===== config.mk =====
export PLATFORM = sky130hd
export DESIGN_NAME = axi_upsizer
export DESIGN_NICKNAME = d
export VERILOG_FILES = /design/src/rtl/axi_upsizer.sv
export SDC_FILE = /design/constraint.sdc
export NUM_CORES = 1
export LEC_CHECK = 0
export CAP_MARGIN = 20
export CORE_ASPECT_RATIO = 0.5
export CORE_MARGIN = 2
export CORE_UTILIZATION = 48
export DETAILED_ROUTE_END_ITERATION = 8
export PLACE_DENSITY = 0.75
export SYNTH_ARGS = -nofsm -noshare
export SYNTH_HDL_FRONTEND = slang
export SYNTH_SLANG_ARGS = --single-unit

===== constraint.sdc =====
create_clock -name clk -period 2.3 [get_ports clk]
set_input_delay 0.46 -clock clk [delete_from_list [all_inputs] [get_ports clk]]
set_output_delay 0.46 -clock clk [all_outputs]
set_load 0.1 [all_outputs]

===== src/rtl/axi_upsizer.sv =====
// AXI-Stream width up-converter: packs RATIO DW-bit beats little-endian into one registered word; word appears 1 cycle after its completing beat.
// Backpressure: s_tready = ~m_tvalid | m_tready, so a stalled output word blocks all input acceptance.
module axi_upsizer #(
  parameter int DW    = 8,
  parameter int RATIO = 4
) (
  input  logic                  clk,
  input  logic                  rst,
  input  logic [DW-1:0]         s_tdata,
  input  logic                  s_tvalid,
  input  logic                  s_tlast,
  output logic                  s_tready,
  output logic [DW*RATIO-1:0]   m_tdata,
  output logic [RATIO-1:0]      m_tkeep,
  output logic                  m_tvalid,
  output logic                  m_tlast,
  input  logic                  m_tready
);

  localparam int IW = $clog2(RATIO);

  logic [IW-1:0]              idx;
  logic [RATIO-1:0][DW-1:0]   acc_data;
  logic [RATIO-1:0]           acc_keep;
  logic [RATIO-1:0][DW-1:0]   merged_data;
  logic [RATIO-1:0]           merged_keep;
  logic                       accept;
  logic                       completing;

  assign s_tready   = ~m_tvalid | m_tready;
  assign accept     = s_tvalid & s_tready;
  assign completing = accept & (s_tlast | (idx == IW'(RATIO - 1)));

  // Stale accumulator lanes are masked by keep, so unwritten lanes always read as zero.
  always_comb begin
    merged_data = '0;
    merged_keep = acc_keep;
    for (int i = 0; i < RATIO; i++) begin
      if (acc_keep[i]) merged_data[i] = acc_data[i];
      if (IW'(i) == idx) begin
        merged_data[i] = s_tdata;
        merged_keep[i] = 1'b1;
      end
    end
  end

  always_ff @(posedge clk or posedge rst) begin
    if (rst) begin
      idx      <= '0;
      acc_data <= '0;
      acc_keep <= '0;
      m_tdata  <= '0;
      m_tkeep  <= '0;
      m_tvalid <= 1'b0;
      m_tlast  <= 1'b0;
    end else begin
      if (m_tvalid && m_tready && !completing) m_tvalid <= 1'b0;
      if (accept) begin
        if (completing) begin
          m_tdata  <= merged_data;
          m_tkeep  <= merged_keep;
          m_tlast  <= s_tlast;
          m_tvalid <= 1'b1;
          idx      <= '0;
          acc_keep <= '0;
        end else begin
          acc_data <= merged_data;
          acc_keep <= merged_keep;
          idx      <= idx + 1'b1;
        end
      end
    end
  end

endmodule


==> run metrics <==
outcome=finished clean; Cells after Synth=between 200 and 300; crit path cell chain=clkdlybuf4s50_1, nor2_8, and3_1, mux2_2; period utilization=around nine tenths; IO Port Bufs=51; routed len/inst=16.8 um; max-cap viol count=0; number of diodes=0; asr flop ratio synth=100%; I/O pins=52; Setup violations, final=0; fillers=550; CP Class=input pin to flip-flop; H-tree Lvls=3; Worst VDD drop=0.627 mV; CP peak stage delay=820 ps; Worst Skew=~3.6 ps; final instance count without filler cells=439; crit-path max FO=26; Pleak=1.93 nW; Final Worst Setup Slack=roughly 210 ps; worst-margin pin slew=962 ps; latest clock arrival within the worst-skew pair=between 300 and 400 ps; Vias/cell=5.56; Post-Syn Area per Cell=11.5 sq um; Syn Std Cell Area=3380 sq um; Rel. slew slack=35.9%; clock tree sinks=76; Critical Path RT=2560 ps; DRC viols=0; worst min-delay path category=flip-flop to flip-flop; Max Freq=between 400 and 500 MHz; Final ANT Viol Nets=0; setup slack at placement=-102 ps; layout cells sized above 1=between 20% and 30%; Final Max Tran Viols=0; min cycle time layout=2090 ps; RSZ-0062 raised after global routing=false; slowest cell on the critical path=and3_1; Iteration-0 DRC Markers=98; Starting Density=50.1%; TritonCTS buffer count=9; Power Density=around 1300 nW/um^2; initial antenna violation count=0; Core Util, Final=61.6%; Die W=123 um; post_cts resized=0; CTS hold repair buffers=0; dpl hpwl=4.82 mm; post-route cell area=just over 4000 sq um; clk buf depth=2; Netlist cell types=33; vias in the first global route=approximately 2,500; first-pass GRT wire length=around 12 mm; number of core rows=21; Reg2Reg Setup Slack=230 ps; largest net degree at the start of global routing=77; GRT overflow=0; Ys Warns=0; total number of vias=2,442; All-Layer GR Usage=20.9%; Clk pin slew, worst setup/hold paths=roughly 60 ps; Die Span Y=approximately 63 um; final hold viol count=0; area grow syn2layout=22.9%; most common cell after layout, fill and taps aside=dfrtp_1; Worst EP arrival=2350 ps; placed cell area=3910 sq um; syn_nets=a little over 300; post-CTS setup buffers=0; commonest non-fill, non-tap cells in the layout=dfrtp_1 (76), nand2_1 (53), buf_4 (45); CTS tree=done; Seq cells post-synth=76; Primary FF master, synth=dfrtp_1; Pre-Repair DR Iteration Count=4; final net count=360; Setup crit start kind=input pin; Routed WL=7.36 mm; Critical Path End Type=flip-flop; GPL Wtd Cong=between 0.8 and 0.9; Die ar.=7770 sq um; Seq/Total Area, Yosys=56.2%; Placed Cells=approximately 420; Post-synth EDFFs=0; Core Region=6750 sq um; Root Driver=clkbuf_16
## stage by stage
step | hold WS, ps | setup TNS, ps | power [W]
3_3_place_gp | 468 | -371 | 0.00412
6_report | 485 | 0 | 0.00536
2_1_floorplan | 453 | 0 | 0.00366
3_5_place_dp | 471 | -2140 | 0.00417
4_1_cts | 489 | 0 | 0.00540
5_1_grt | 501 | 0 | 0.00560
## kinds of logic after synthesis
family                   Yosys count  synth area share (%)
adder cells (fa/ha/maj)            4                  1.48
AO/OA/AOI/OAI                     70                  15.4
AND/OR/NAND/NOR                   80                  11.1
buffers and inverters             31                  4.81
flip-flops                        76                  56.2
multiplexers                      33                  11.0
## sequential cells by signal, summed over array words and instances (netlist names)
name	flops
acc_data	32
acc_keep	4
idx	2
m_tdata	32
m_tkeep	4
m_tlast	1
m_tvalid	1
## critical path, delay by kind of cell
family,cells,cell delay (ps)
and+or+nand+nor,2,1050
muxes,1,290
buffers and inverters,1,550
## Yosys cell counts (all sizes together), types with 2 or more instances
library cell | number | area (sq um)
inv | 8 | 30.0
a22o | 8 | 70.1
dfrtp | 76 | 1900
nand2 | 53 | 199
o21ai | 29 | 145
o31ai | 3 | 22.5
and2 | 8 | 50.1
nor2 | 9 | 50.1
a32o | 24 | 240
a31oi | 2 | 12.5
clkbuf | 10 | 38.8
mux2 | 33 | 372
nor2b | 2 | 12.5
nand4 | 2 | 12.5
ha | 4 | 50.1
buf | 13 | 93.8
## per-layer routing
layer  wire length [um]  GRT usage, %  share of wire (%)  vias up
li1                   -             -                  -     1146
met1               3310          29.2                 45     1216
met2               3430          31.4                 47       67
met3                496          5.07                6.7       13
met4                136          8.48                1.8        0
met5                  0             0                  0        -
## final cells by class
type                    instances  area, sq um  area share, %
repair buffers                 61          538           12.9
clock buffers                  12          236           5.69
inverters                       8         33.8          0.813
clock inverters                 3         15.0          0.361
well taps                      92          115           2.77
multi-input cells             187         1320           31.7
flip-flops and latches         76         1900           45.7
## where the power goes
part           switching (W)  internal [W]
clock network       0.000505      0.000719
logic                0.00172      0.000578
registers           0.000194       0.00164
## path summary, 6_finish.rpt
kind                              start      endpoint  depth (start not counted)
setup / recovery                s_tlast        idx[0]                          4
hold / removal             acc_data[29]  acc_data[29]                          1
setup reg to reg                 idx[0]        idx[0]                          4
hold reg to reg            acc_data[29]  acc_data[29]                          1
max in group asynchronous           rst   m_tdata[24]                          3
min in group asynchronous           rst   m_tdata[21]                          3
(Power assumes the default switching activity.)
